===== src/rtl/shooter_sprite_renderer_pkg.sv =====
// Purpose : shared types and constants for the sprite renderer slice.
// Latency : n/a (declarations only).
// Backpressure: n/a; holds the FSM encoding, sprite size defaults and reset position.
package shooter_sprite_renderer_pkg;

    localparam int SPRITE_W_DEF = 16;
    localparam int SPRITE_H_DEF = 16;
    localparam int COORD_W_DEF  = 10;

    // Power-up sprite position (bottom-centre of a 640x480 screen).
    localparam int RESET_POS_X = 312;
    localparam int RESET_POS_Y = 440;

    typedef enum logic [2:0] {
        ST_IDLE  = 3'd0,
        ST_FETCH = 3'd1,
        ST_LOAD  = 3'd2,
        ST_ARMED = 3'd3,
        ST_DRAW  = 3'd4
    } state_t;

endpackage


===== src/rtl/shooter_sprite_renderer_if.sv =====
// Purpose : video timing, position update and sprite ROM signals of the renderer.
// Latency : n/a (wiring only).
// Backpressure: none; all signals are pixel-clock strobes or levels.
// Ports   : master = timing source / ROM side, slave = renderer.
interface shooter_sprite_renderer_if
    import shooter_sprite_renderer_pkg::*;
#(
    parameter int COORD_W  = COORD_W_DEF,
    parameter int SPRITE_W = SPRITE_W_DEF
);
    logic [COORD_W-1:0]  pix_x;
    logic                video_active;
    logic                line_start;
    logic [COORD_W-1:0]  line_y;
    logic                frame_start;
    logic [COORD_W-1:0]  pos_x;
    logic [COORD_W-1:0]  pos_y;
    logic                pos_load;
    logic [3:0]          rom_row_index;
    logic [SPRITE_W-1:0] rom_row_data;
    logic                pixel_on;

    modport master (
        output pix_x, video_active, line_start, line_y, frame_start,
        output pos_x, pos_y, pos_load, rom_row_data,
        input  rom_row_index, pixel_on
    );

    modport slave (
        input  pix_x, video_active, line_start, line_y, frame_start,
        input  pos_x, pos_y, pos_load, rom_row_data,
        output rom_row_index, pixel_on
    );
endinterface


===== src/rtl/sprite_pos_shadow.sv =====
// Purpose : pending/active sprite position pair; pending follows pos_load, active follows frame_start.
// Latency : 1 cycle from pos_load/frame_start to register update.
// Backpressure: none; pos_load and frame_start together write the new position to both registers.
// Ports   : clk, reset, pos_x/pos_y/pos_load, frame_start in; active_x/active_y out.
module sprite_pos_shadow
    import shooter_sprite_renderer_pkg::*;
#(
    parameter int COORD_W = COORD_W_DEF
) (
    input  logic               clk,
    input  logic               reset,
    input  logic [COORD_W-1:0] pos_x,
    input  logic [COORD_W-1:0] pos_y,
    input  logic               pos_load,
    input  logic               frame_start,
    output logic [COORD_W-1:0] active_x,
    output logic [COORD_W-1:0] active_y
);
    logic [COORD_W-1:0] pending_x;
    logic [COORD_W-1:0] pending_y;

    always_ff @(posedge clk) begin
        if (reset) begin
            pending_x <= COORD_W'(RESET_POS_X);
            pending_y <= COORD_W'(RESET_POS_Y);
            active_x  <= COORD_W'(RESET_POS_X);
            active_y  <= COORD_W'(RESET_POS_Y);
        end else begin
            if (pos_load) begin
                pending_x <= pos_x;
                pending_y <= pos_y;
            end
            // A coincident load bypasses the pending stage so it is not lost for a frame.
            if (frame_start) begin
                active_x <= pos_load ? pos_x : pending_x;
                active_y <= pos_load ? pos_y : pending_y;
            end
        end
    end
endmodule


===== src/rtl/shooter_sprite_renderer.sv =====
// Purpose : per-line sprite renderer: fetches one ROM row in hblank and shifts it out at the sprite column.
// Latency : pixel_on is registered, 1 cycle after the pix_x it belongs to.
// Backpressure: none; a new line_start aborts any line in progress, video_active low clips the draw.
// Ports   : clk, reset (sync, active-high) plus the slave side of shooter_sprite_renderer_if.
module shooter_sprite_renderer
    import shooter_sprite_renderer_pkg::*;
#(
    parameter int SPRITE_W = SPRITE_W_DEF,
    parameter int SPRITE_H = SPRITE_H_DEF,
    parameter int COORD_W  = COORD_W_DEF
) (
    input  logic                     clk,
    input  logic                     reset,
    shooter_sprite_renderer_if.slave bus
);
    localparam int CNT_W = $clog2(SPRITE_W) + 1;

    logic [COORD_W-1:0]  active_x;
    logic [COORD_W-1:0]  active_y;

    state_t              state, state_nxt;
    logic [COORD_W-1:0]  row;
    logic [COORD_W-1:0]  draw_x, draw_x_nxt;
    logic [3:0]          rom_idx_nxt;
    logic [SPRITE_W-1:0] shreg, shreg_nxt;
    logic [CNT_W-1:0]    cnt, cnt_nxt;
    logic                pix_nxt;

    sprite_pos_shadow #(.COORD_W(COORD_W)) u_shadow (
        .clk         (clk),
        .reset       (reset),
        .pos_x       (bus.pos_x),
        .pos_y       (bus.pos_y),
        .pos_load    (bus.pos_load),
        .frame_start (bus.frame_start),
        .active_x    (active_x),
        .active_y    (active_y)
    );

    always_ff @(posedge clk) begin
        if (reset) begin
            state             <= ST_IDLE;
            draw_x            <= '0;
            shreg             <= '0;
            cnt               <= '0;
            bus.rom_row_index <= '0;
            bus.pixel_on      <= 1'b0;
        end else begin
            state             <= state_nxt;
            draw_x            <= draw_x_nxt;
            shreg             <= shreg_nxt;
            cnt               <= cnt_nxt;
            bus.rom_row_index <= rom_idx_nxt;
            bus.pixel_on      <= pix_nxt;
        end
    end

    always_comb begin
        state_nxt   = state;
        draw_x_nxt  = draw_x;
        rom_idx_nxt = bus.rom_row_index;
        shreg_nxt   = shreg;
        cnt_nxt     = cnt;
        pix_nxt     = 1'b0;
        // Modular subtraction: lines above the sprite wrap to a large row and fall out of range.
        row         = bus.line_y - active_y;

        if (bus.line_start) begin
            // Evaluated identically from every state, so a late line_start simply restarts the line.
            if (row < COORD_W'(SPRITE_H)) begin
                state_nxt   = ST_FETCH;
                rom_idx_nxt = row[3:0];
                // Column is frozen here so a frame_start later in the line cannot move it.
                draw_x_nxt  = active_x;
            end else begin
                state_nxt = ST_IDLE;
            end
        end else begin
            unique case (state)
                ST_IDLE:  state_nxt = ST_IDLE;
                ST_FETCH: state_nxt = ST_LOAD;
                ST_LOAD: begin
                    shreg_nxt = bus.rom_row_data;
                    cnt_nxt   = '0;
                    state_nxt = ST_ARMED;
                end
                ST_ARMED: begin
                    if (bus.video_active && bus.pix_x == draw_x) begin
                        pix_nxt   = shreg[SPRITE_W-1];
                        shreg_nxt = shreg << 1;
                        cnt_nxt   = CNT_W'(1);
                        state_nxt = ST_DRAW;
                    end
                end
                ST_DRAW: begin
                    if (!bus.video_active) begin
                        state_nxt = ST_IDLE;
                    end else begin
                        pix_nxt   = shreg[SPRITE_W-1];
                        shreg_nxt = shreg << 1;
                        cnt_nxt   = cnt + CNT_W'(1);
                        if (cnt == CNT_W'(SPRITE_W - 1)) begin
                            state_nxt = ST_IDLE;
                        end
                    end
                end
                default: state_nxt = ST_IDLE;
            endcase
        end
    end
endmodule


===== src/flat_wrapper.sv =====
// flat-port wrapper written by rule: the top's interface ports become plain ports
module shooter_sprite_renderer_flat import shooter_sprite_renderer_pkg::*;
#(
    parameter int SPRITE_W = SPRITE_W_DEF,
    parameter int SPRITE_H = SPRITE_H_DEF,
    parameter int COORD_W  = COORD_W_DEF
)
  (clk, reset, bus_pix_x, bus_video_active, bus_line_start, bus_line_y, bus_frame_start, bus_pos_x, bus_pos_y, bus_pos_load, bus_rom_row_data, bus_rom_row_index, bus_pixel_on);
  shooter_sprite_renderer_if #(.COORD_W(COORD_W), .SPRITE_W(SPRITE_W)) bus_i ();
  input  logic clk;
  input  logic reset;
  input wire logic [$bits(bus_i.pix_x)-1:0] bus_pix_x;
  input wire logic [$bits(bus_i.video_active)-1:0] bus_video_active;
  input wire logic [$bits(bus_i.line_start)-1:0] bus_line_start;
  input wire logic [$bits(bus_i.line_y)-1:0] bus_line_y;
  input wire logic [$bits(bus_i.frame_start)-1:0] bus_frame_start;
  input wire logic [$bits(bus_i.pos_x)-1:0] bus_pos_x;
  input wire logic [$bits(bus_i.pos_y)-1:0] bus_pos_y;
  input wire logic [$bits(bus_i.pos_load)-1:0] bus_pos_load;
  input wire logic [$bits(bus_i.rom_row_data)-1:0] bus_rom_row_data;
  output wire logic [$bits(bus_i.rom_row_index)-1:0] bus_rom_row_index;
  output wire logic [$bits(bus_i.pixel_on)-1:0] bus_pixel_on;
  assign bus_i.pix_x = bus_pix_x;
  assign bus_i.video_active = bus_video_active;
  assign bus_i.line_start = bus_line_start;
  assign bus_i.line_y = bus_line_y;
  assign bus_i.frame_start = bus_frame_start;
  assign bus_i.pos_x = bus_pos_x;
  assign bus_i.pos_y = bus_pos_y;
  assign bus_i.pos_load = bus_pos_load;
  assign bus_i.rom_row_data = bus_rom_row_data;
  assign bus_rom_row_index = bus_i.rom_row_index;
  assign bus_pixel_on = bus_i.pixel_on;
  shooter_sprite_renderer #(.SPRITE_W(SPRITE_W), .SPRITE_H(SPRITE_H), .COORD_W(COORD_W)) u_core (.clk(clk), .reset(reset), .bus(bus_i));
endmodule

===== config.mk =====
export PLATFORM = sky130hd
export DESIGN_NAME = shooter_sprite_renderer_flat
export DESIGN_NICKNAME = d
export VERILOG_FILES = /design/src/rtl/shooter_sprite_renderer_pkg.sv /design/src/rtl/shooter_sprite_renderer_if.sv /design/src/rtl/sprite_pos_shadow.sv /design/src/rtl/shooter_sprite_renderer.sv /design/src/flat_wrapper.sv
export SDC_FILE = /design/constraint.sdc
export NUM_CORES = 1
export LEC_CHECK = 0
export CAP_MARGIN = 20
export CORE_MARGIN = 1.5
export CORE_UTILIZATION = 45
export CTS_CLUSTER_SIZE = 14
export DETAILED_ROUTE_END_ITERATION = 10
export PLACE_DENSITY = 0.7
export SLEW_MARGIN = 20
export SYNTH_ARGS = -nofsm -noshare
export SYNTH_HDL_FRONTEND = slang
export SYNTH_SLANG_ARGS = --single-unit

===== constraint.sdc =====
create_clock -name clk -period 8 [get_ports clk]
set_input_delay 2.4 -clock clk [delete_from_list [all_inputs] [get_ports clk]]
set_output_delay 2.4 -clock clk [all_outputs]
set_load 0.01 [all_outputs]

==> summary.md, run 1 <==
| Metric | Value |
|---|---|
| Placed Area | approximately 0.0044 mm² |
| Number of max-cap violations | 0 |
| Final Cycle Share | 0.629 |
| # rows | 32 |
| CTS resizes | 0 |
| Mean Syn Cell Area | 8.96 µm² |
| Post-Synthesis Cell Area | 0.00369 mm² |
| Fraction of layout cells with a size suffix above 1 | 0.0832 |
| Post-synthesis sequential area ratio | 0.428 |
| Worst Tran Pin Value | between 1000 and 1500 ps |
| Chip Width | 93.6 µm |
| WL final | 7650 µm |
| IO buf count | 66 |
| Largest net degree at the start of global routing | 81 |
| Synth Flop Type | dfxtp_1 |
| Initial core utilization | 0.471 |
| Most common cell after layout, fill and taps aside | dfxtp_1 |
| Critical path class | input port to flip-flop |
| Total GRT Usage | 0.188 |
| Status | completed |
| Final hold violation count | 0 |
| Standby leakage power | 1.83 nW |
| Clk root buf | clkbuf_8 |
| Post-route ant nets | 0 |
| Die Area | 0.00876 mm² |
| Crit-path cells | clkdlybuf4s50_1 > inv_1 > ha_1 > fa_1 > nand2b_1 > a21oi_2 > o211ai_1 > o31ai_1 > a2bb2oi_2 > a21oi_1 > a211oi_1 |
| Worst-Skew Late Latency | 350 ps |
| # DRC | 0 |
| Gpl congestion | 0.863 |
| CTS Hold Bufs | 0 |
| H-Tree Level Count | 3 |
| RSZ-0062 raised after global routing | no |
| Min-Delay Path Class | flip-flop to flip-flop |
| Total chip power | between 700 and 800 µW |
| Critical Path End Type | flip-flop |
| Post-Syn Instances | 412 |
| Synth Register Bits | 79 |
| Clock Path Buffers | 2 |
| I/O pins | 67 |
| N_diodes | 0 |
| Area share of and/or/nand/nor cells after synthesis | 0.171 |
| Commonest non-fill, non-tap cells in the layout | dfxtp_1 (79), clkdlybuf4s50_1 (64), nor2_1 (58), a21oi_1 (36), mux2i_1 (35) |
| Critical path arrival | 5290 ps |
| Crit start category | input port |
| F_max | 0.199 GHz |
| Reg clk slew, reported paths | 80 ps |
| Average routed wire per standard cell | 13.4 µm |
| Pwr Density | 176 mW/mm² |
| DR vias | 2914 |
| DR iter-0 viols | between 100 and 150 |
| Largest family of logic cells by synthesized area | compound AO/OA/AOI/OAI gates |
| Die span in y | 93.6 µm |
| Post-synthesis xor/xnor area fraction | 0.0332 |
| Setup Buffers After CTS | 0 |
| FFs w/ async S/R, synth | 0 |
| Syn_nets | between 400 and 500 |
| Dpl cells | between 500 and 600 |
| Syn-to-layout area delta | 23.3% |
| Slew HR | 0.276 |
| Initial antenna violation count | 0 |
| Final slew viol count | 0 |
| CP max FO | 14 |
| Post-synthesis compound-gate area fraction | 0.188 |
| Final setup viols | 0 |
| First-pass GRT wire length | 13000 µm |
| Fin crit period | 5040 ps |
| Max VDD drop | 103 µV |
| CP required | 8260 ps |
| Number of synthesized flops with an enable pin | 0 |
| Clk sinks | between 70 and 80 |
| First-pass DRT Iterations | 4 |
| CTS buffer count | 9 |
| Synth Area in Adders | 0.0427 |
| Grt total ovfl | 0 |
| Post-synthesis mux area share | 0.0949 |
| Design area | 0.00455 mm² |
| Vias in the first global route | approximately 2800 |
| Synth warn | 0 |
| Critical path's slowest cell | a2bb2oi_2 |
| Setup TNS | 0 ps |
| Yosys cell types | 44 |
| Final hold slack | 470 ps |
| Crit path largest cell delay | 540 ps |
| Layout Cells excl Fill | 571 |
| Vias per cell | a little over 5 |
| Core area | 0.00785 mm² |
| HPWL after DPL | 5500 µm |
| Layout Skew | between 7 and 8 ps |
| CTS tree | done |
| Final layout net count | 539 |
[power by group]
part / switching, mW / internal, mW / total, mW
clock: 0.143 / 0.119 / 0.262
combinational: 0.0621 / 0.0619 / 0.124
sequential: 0.00631 / 0.407 / 0.413
[path summary, 6_finish.rpt]
| path | from | end | slack (ps) | depth (start not counted) |
|---|---|---|---|---|
| worst max register to register | u_core.u_shadow.active_y[0] | u_core.bus.rom_row_index[1] | 5180 | 9 |
| worst min register to register | u_core.cnt[3] | u_core.cnt[3] | 470 | 2 |
| worst min-delay path | u_core.cnt[3] | u_core.cnt[3] | 470 | 2 |
| worst max-delay path | bus_line_y[0] | u_core.bus.rom_row_index[1] | 2960 | 11 |
[critical path: cells and delay by family]
family | cells | cell delay [ps]
buf+inv | 2 | 490
fa+ha+maj | 2 | 600
compound gates | 6 | 1610
simple gates | 1 | 200
[sequential cells by signal (all words and copies together) (netlist names), 3 cells and up]
register / cells
u_core.shreg: 16
u_core.draw_x: 10
u_core.u_shadow.pending_x: 10
u_core.u_shadow.active_y: 10
u_core.u_shadow.pending_y: 10
u_core.state: 3
u_core.u_shadow.active_x: 10
u_core.bus.rom_row_index: 4
u_core.cnt: 5
[logic make-up (layout without fill, tap and decap cells)]
logic type,count (synthesis),in the layout
AND/OR/NAND/NOR,129,129
adder cells (fa/ha/maj),12,12
buffers and inverters,39,96
flip-flops,79,79
multiplexers,35,35
AO/OA/AOI/OAI,104,104
XOR/XNOR,14,14
[Yosys cell counts, types with 5 or more instances]
library cell  count  area share
a211oi_1         29       0.059
a21oi_1          36       0.049
buf_2             7      0.0095
clkbuf_1         17       0.017
dfxtp_1          79        0.43
ha_1             11       0.037
inv_1            13       0.013
mux2i_1          35       0.095
nand2_1          11       0.011
nand2b_1         16       0.027
nand3_1          14       0.019
nor2_1           58       0.059
nor3_1            5      0.0068
o21ai_0          17       0.023
or2_2             9       0.015
xnor2_1          11       0.026
[routing by layer]
layer / part of all wire / track usage
met3: 0.027 / 0.0455
met1: 0.51 / 0.259
met4: 0.012 / 0.0597
met5: 0 / 0
met2: 0.45 / 0.290
[final cells by class]
type	count	area [µm²]
repair buffers	68	666
flip-flops and latches	79	1580
fillers	714	3290
inverters	13	48.8
well taps	102	128
clock inverters	5	33.8
multi-input cells	294	1960
clock buffers	10	138
[through the flow]
stage / utilization / worst slack (ps)
final: 0.580 / 2960
after global routing: 0.580 / 2730
after CTS: 0.581 / 2990
after detailed placement: 0.559 / 2620
after global placement: 0.559 / 2680
after floorplan: - / 3460
No activity file was read; power rests on OpenSTA's default activity.
==> run 2: changes to the inputs <==
--- a/config.mk
+++ b/config.mk
@@ -10,7 +10,7 @@
 export CORE_UTILIZATION = 45
 export CTS_CLUSTER_SIZE = 14
 export DETAILED_ROUTE_END_ITERATION = 10
-export PLACE_DENSITY = 0.7
+export PLACE_DENSITY = 0.73
 export SLEW_MARGIN = 20
 export SYNTH_ARGS = -nofsm -noshare
 export SYNTH_HDL_FRONTEND = slang
==> constraint.sdc (replaced) <==
create_clock -name clk -period 4.32 [get_ports clk]
set_input_delay 1.296 -clock clk [delete_from_list [all_inputs] [get_ports clk]]
set_output_delay 1.296 -clock clk [all_outputs]
set_load 0.01 [all_outputs]
==> summary.md, run 2 (synthesis gave the netlist of run 1 again) <==
| Metric | Value |
|---|---|
| Pwr Density | 346 mW/mm² (was 176 mW/mm²) |
| Grt total ovfl | 0 (unchanged) |
| Fraction of layout cells with a size suffix above 1 | 0.0905 (was 0.0832) |
| First-pass GRT wire length | 13700 µm (was 13000 µm) |
| Reg clk slew, reported paths | 80 ps (about the same) |
| Critical path class | input port to flip-flop (unchanged) |
| Max VDD drop | 188 µV (was 103 µV) |
| Fin crit period | ~3800 ps |
| WL final | 8100 µm (was 7650 µm) |
| Critical Path End Type | flip-flop (unchanged) |
| Clk root buf | clkbuf_8 (unchanged) |
| # DRC | 0 (unchanged) |
| Setup TNS | 0 ps (unchanged) |
| Critical path arrival | 4050 ps (was 5290 ps) |
| CTS buffer count | 9 (unchanged) |
| Setup Buffers After CTS | 0 (unchanged) |
| I/O pins | 67 (unchanged) |
| Average routed wire per standard cell | 14.0 µm (was 13.4 µm) |
| Vias per cell | 5.27 (was 5.10) |
| CP max FO | 10 (was 14) |
| Commonest non-fill, non-tap cells in the layout | dfxtp_1 (79), clkdlybuf4s50_1 (65), nor2_1 (58), a21oi_1 (36), mux2i_1 (35) (was dfxtp_1 (79), clkdlybuf4s50_1 (64), nor2_1 (58), a21oi_1 (36), mux2i_1 (35)) |
| HPWL after DPL | 5870 µm (was 5500 µm) |
| Final slew viol count | 0 (unchanged) |
| CTS resizes | 0 (unchanged) |
| Final hold slack | 468 ps (was 470 ps) |
| Clock Path Buffers | 2 (unchanged) |
| Crit start category | input port (unchanged) |
| Status | completed (unchanged) |
| Die span in y | 93.6 µm (unchanged) |
| Core area | 0.00785 mm² (unchanged) |
| IO buf count | 66 (unchanged) |
| Syn-to-layout area delta | 25.9% (was 23.3%) |
| RSZ-0062 raised after global routing | no (unchanged) |
| Min-Delay Path Class | flip-flop to flip-flop (unchanged) |
| Layout Skew | 7.49 ps (was 7.42 ps) |
| Number of max-cap violations | 0 (unchanged) |
| Most common cell after layout, fill and taps aside | dfxtp_1 (unchanged) |
| Die Area | 0.00876 mm² (unchanged) |
| # rows | 32 (unchanged) |
| H-Tree Level Count | 3 (unchanged) |
| R2r setup slk | 1670 ps (was 5180 ps) |
| Total GRT Usage | 0.198 (was 0.188) |
| Largest net degree at the start of global routing | 44 (was 81) |
| CTS Hold Bufs | 0 (unchanged) |
| Worst-Skew Late Latency | 350 ps (about the same) |
| Final Cycle Share | 0.873 |
| CP required | 4600 ps (was 8260 ps) |
| CTS tree | done (unchanged) |
| Standby leakage power | 1.88 nW (was 1.83 nW) |
| Vias in the first global route | 3014 (was 2828) |
| Initial antenna violation count | 0 (unchanged) |
| Worst Tran Pin Value | 702 ps (was 1090 ps) |
| First-pass DRT Iterations | 4 (unchanged) |
| Biggest register | u_core.shreg (unchanged) |
| Gpl congestion | 0.869 (was 0.863) |
| DR iter-0 viols | 87 (was 113) |
| Final layout net count | 544 (was 539) |
| Chip Width | 93.6 µm (unchanged) |
| Post-route ant nets | 0 (unchanged) |
| Clk sinks | 79 (unchanged) |
| DR vias | 3039 (was 2914) |
| Initial core utilization | 0.471 (unchanged) |
| Slew HR | 0.531 (was 0.276) |
| F_max | 0.265 GHz |
| Final hold violation count | 0 (unchanged) |
| Max reg flops | 16 (unchanged) |
| N_diodes | 0 (unchanged) |
| Final setup viols | 0 (unchanged) |
[run 2: worst paths after layout]
kind,cells after the start,endpoint,start
max,12,u_core.draw_x[2],bus_line_y[0]
min,2,u_core.cnt[3],u_core.cnt[3]
max reg2reg,10,u_core.draw_x[2],u_core.u_shadow.active_y[0]
min reg2reg,2,u_core.cnt[3],u_core.cnt[3]
[run 2: power breakdown]
group	switching, mW	leakage [nW]	internal, mW	total [mW]
Clock	0.280	0.110	0.327	0.607
Sequential	0.0124	0.645	0.753	0.766
Combinational	0.117	1.13	0.120	0.238
[run 2: stage by stage]
stage	setup slack [ps]	instances	total power, mW	area [µm²]	util
global route	363	577	1.68	4650	0.592
global placement	280	561	1.01	4420	0.564
CTS	557	577	1.62	4640	0.592
floorplan	879	412	0.923	3690	-
finish	547	577	1.61	4650	0.592
detailed placement	173	561	1.02	4420	0.564
[run 2: final cells by class]
type / instances / area, µm²
fillers: 723 / 3200
multi-input cells: 294 / 1960
flip-flops and latches: 79 / 1580
repair buffers: 73 / 708
well taps: 102 / 128
clock buffers: 9 / 124
clock inverters: 7 / 95.1
inverters: 13 / 48.8
[run 2: layer usage]
| metal | global-route usage | share of wire | wire [µm] | up-vias |
|---|---|---|---|---|
| met5 | 0 | 0 | 0 | - |
| met4 | 0.0771 | 0.015 | 122 | 0 |
| met3 | 0.0293 | 0.026 | 207 | 10 |
| met2 | 0.326 | 0.47 | 3830 | 50 |
| met1 | 0.259 | 0.49 | 3940 | 1410 |
| li1 | - | - | - | 1569 |
[run 2: worst max-delay path: stages]
cell and delay [ps]:
clkdlybuf4s50_1 470, inv_1 40, ha_1 210, fa_1 380, nand2b_1 200, a21oi_2 220
o211ai_1 140, o31ai_1 350, a2bb2oi_2 280, buf_4 220, nand3_1 90, a21oi_1 150
==> run 3: changes to the inputs <==
--- a/config.mk
+++ b/config.mk
@@ -6,11 +6,14 @@
 export NUM_CORES = 1
 export LEC_CHECK = 0
 export CAP_MARGIN = 20
+export CELL_PAD_IN_SITES_DETAIL_PLACEMENT = 0
+export CELL_PAD_IN_SITES_GLOBAL_PLACEMENT = 1
 export CORE_MARGIN = 1.5
-export CORE_UTILIZATION = 45
+export CORE_UTILIZATION = 36
+export CTS_CLUSTER_DIAMETER = 40
 export CTS_CLUSTER_SIZE = 14
 export DETAILED_ROUTE_END_ITERATION = 10
-export PLACE_DENSITY = 0.73
+export PLACE_DENSITY_LB_ADDON = 0.1
 export SLEW_MARGIN = 20
 export SYNTH_ARGS = -nofsm -noshare
 export SYNTH_HDL_FRONTEND = slang
==> summary.md, run 3 (synthesis gave the netlist of run 1 again) <==
| Metric | Value |
|---|---|
| H-Tree Level Count | 3 (unchanged) |
| Layout Skew | 11.6 ps (was 7.49 ps) |
| WL final | 8270 µm (was 8100 µm) |
| IO buf count | 66 (unchanged) |
| Die Area | 0.0109 mm² (was 0.00876 mm²) |
| First-pass GRT wire length | 14300 µm (was 13700 µm) |
| HPWL after DPL | 5900 µm (was 5870 µm) |
| CTS buffer count | 9 (unchanged) |
| Pwr Density | 341 mW/mm² (was 346 mW/mm²) |
| CTS resizes | 0 (unchanged) |
| N_diodes | 0 (unchanged) |
| Number of max-cap violations | 0 (unchanged) |
| Gpl congestion | 0.744 (was 0.869) |
| Syn-to-layout area delta | 26.8% (was 25.9%) |
| FILL cells | 956 (was 723) |
| Worst-Skew Late Latency | 350 ps (about the same) |
| Clk root buf | clkbuf_8 (unchanged) |
| Vias in the first global route | 2836 (was 3014) |
| # rows | 36 (was 32) |
| Min-Delay Path Class | flip-flop to flip-flop (unchanged) |
| Layout Cells excl Fill | 608 (was 577) |
| Commonest non-fill, non-tap cells in the layout | dfxtp_1 (79), clkdlybuf4s50_1 (65), nor2_1 (58), a21oi_1 (36), mux2i_1 (35) (unchanged) |
| Clk sinks | 79 (unchanged) |
| Design area | 0.00468 mm² (was 0.00465 mm²) |
| F_max | 0.264 GHz (was 0.265 GHz) |
| Setup crit end | u_core.bus.rom_row_index[1] (was u_core.draw_x[2]) |
| RSZ-0062 raised after global routing | no (unchanged) |
| Critical path class | input port to flip-flop (unchanged) |
| Final slew viol count | 0 (unchanged) |
| Critical path arrival | 4040 ps (was 4050 ps) |
| Fin crit period | 3780 ps (was 3770 ps) |
| Final layout net count | 544 (unchanged) |
| CP max FO | 14 (was 10) |
| Biggest register | u_core.shreg (unchanged) |
| Most common cell after layout, fill and taps aside | dfxtp_1 (unchanged) |
| Final hold slack | 472 ps (was 468 ps) |
| Initial antenna violation count | 0 (unchanged) |
| Crit start category | input port (unchanged) |
| Die span in y | 104 µm (was 93.6 µm) |
| Worst setup path start | bus_line_y[0] (unchanged) |
| M2 GR Usage | 0.223 (was 0.326) |
| Total GRT Usage | 0.164 (was 0.198) |
| Max reg flops | 16 (unchanged) |
| Placed Area | 0.00446 mm² (was 0.00442 mm²) |
| Status | completed (unchanged) |
| R2r worst-path depth | 9 (was 10) |
| Final Cycle Share | 0.876 (was 0.873) |
| Met3 Track Usage GR | 0.0294 (was 0.0293) |
| Reg clk slew, reported paths | 90 ps (was 80 ps) |
| Vias per cell | 4.90 (was 5.27) |
| Reg2Reg Capture Point | u_core.bus.rom_row_index[1] (was u_core.draw_x[2]) |
| DR iter-0 viols | 144 (was 87) |
| CP required | 4580 ps (was 4600 ps) |
| CTS Hold Bufs | 0 (unchanged) |
| GRT met1 Usage | 0.247 (was 0.259) |
| First-pass DRT Iterations | 4 (unchanged) |
| DR vias | 2982 (was 3039) |
| Clock Path Buffers | 2 (unchanged) |
| Gr busiest metal | met1 (was met2) |
| Grt total ovfl | 0 (unchanged) |
| Chip Width | 104 µm (was 93.6 µm) |
| R2r setup slk | 1630 ps (was 1670 ps) |
| Dpl cells | 592 (was 561) |
| Fraction of layout cells with a size suffix above 1 | 0.0884 (was 0.0905) |
| Setup TNS | 0 ps (unchanged) |
| Initial core utilization | 0.374 (was 0.471) |
| Setup Buffers After CTS | 0 (unchanged) |
| Util after Layout | 0.475 (was 0.592) |
| Max VDD drop | 149 µV (was 188 µV) |
| Worst R2R Start | u_core.u_shadow.active_y[1] (was u_core.u_shadow.active_y[0]) |
| Largest net degree at the start of global routing | 43 (was 44) |
| Average routed wire per standard cell | 13.6 µm (was 14.0 µm) |
| Standby leakage power | 1.88 nW (about the same) |
| Worst Tran Pin Value | 830 ps (was 702 ps) |
| Post-route ant nets | 0 (unchanged) |
| I/O pins | 67 (unchanged) |
| Core area | 0.00986 mm² (was 0.00785 mm²) |
| Final setup viols | 0 (unchanged) |
| Slew HR | 0.447 (was 0.531) |
| Final hold violation count | 0 (unchanged) |
| CTS tree | done (unchanged) |
| # DRC | 0 (unchanged) |
| Critical Path End Type | flip-flop (unchanged) |
-- run 3: cell count changes in the layout (fill, tap and decap cells not counted) --
cell        before  now
inv_6            2    0
clkbuf_1         0    1
clkinvlp_4       1    2
-- run 3: how the worst min path moves through the flow --
stage,startpoint,end,slack [ps],cells after the start
final,u_core.u_shadow.active_x[6],u_core.draw_x[6],470,2
after global routing,u_core.u_shadow.active_x[0],u_core.draw_x[0],500,2
after CTS,u_core.shreg[0],u_core.shreg[0],470,2
after detailed placement,u_core.shreg[0],u_core.shreg[0],460,2
after global placement,u_core.cnt[3],u_core.cnt[3],450,2
after floorplan,u_core.cnt[3],u_core.cnt[3],440,2
-- run 3: where the power goes --
group          internal [mW]  switching, mW  total, mW
Sequential             0.753         0.0129      0.766
Clock                  0.324          0.269      0.593
Combinational          0.120          0.117      0.238
Total                   1.20          0.400       1.60
-- run 3: stage by stage --
stage                     worst slack, ps  power [mW]
after floorplan                       879       0.923
after global routing                  356        1.68
final                                 535        1.60
after global placement                268        1.02
after detailed placement              180        1.02
after CTS                             555        1.62
-- run 3: area by class of cell --
class,instances,area [µm²],area share
clock buffer,10,128,0.0273
timing repair buffer,73,708,0.151
tap,133,166,0.0355
clock inverter,6,85.1,0.0182
multi-input combinational,294,1960,0.420
inverter,13,48.8,0.0104
sequential,79,1580,0.338
-- run 3: worst max-delay path: stages --
cell	delay (ps)
clkdlybuf4s50_1	450
inv_1	40
ha_1	220
fa_1	380
nand2b_1	190
a21oi_2	240
o211a_1	190
o211a_1	180
o2111a_1	500
a21oi_1	130
a211oi_1	220
-- run 3: metal layers --
layer | vias up | part of all wire
met4 | 0 | 0.016
met2 | 54 | 0.41
met5 | - | 0
li1 | 1569 | -
met1 | 1348 | 0.54
met3 | 11 | 0.035
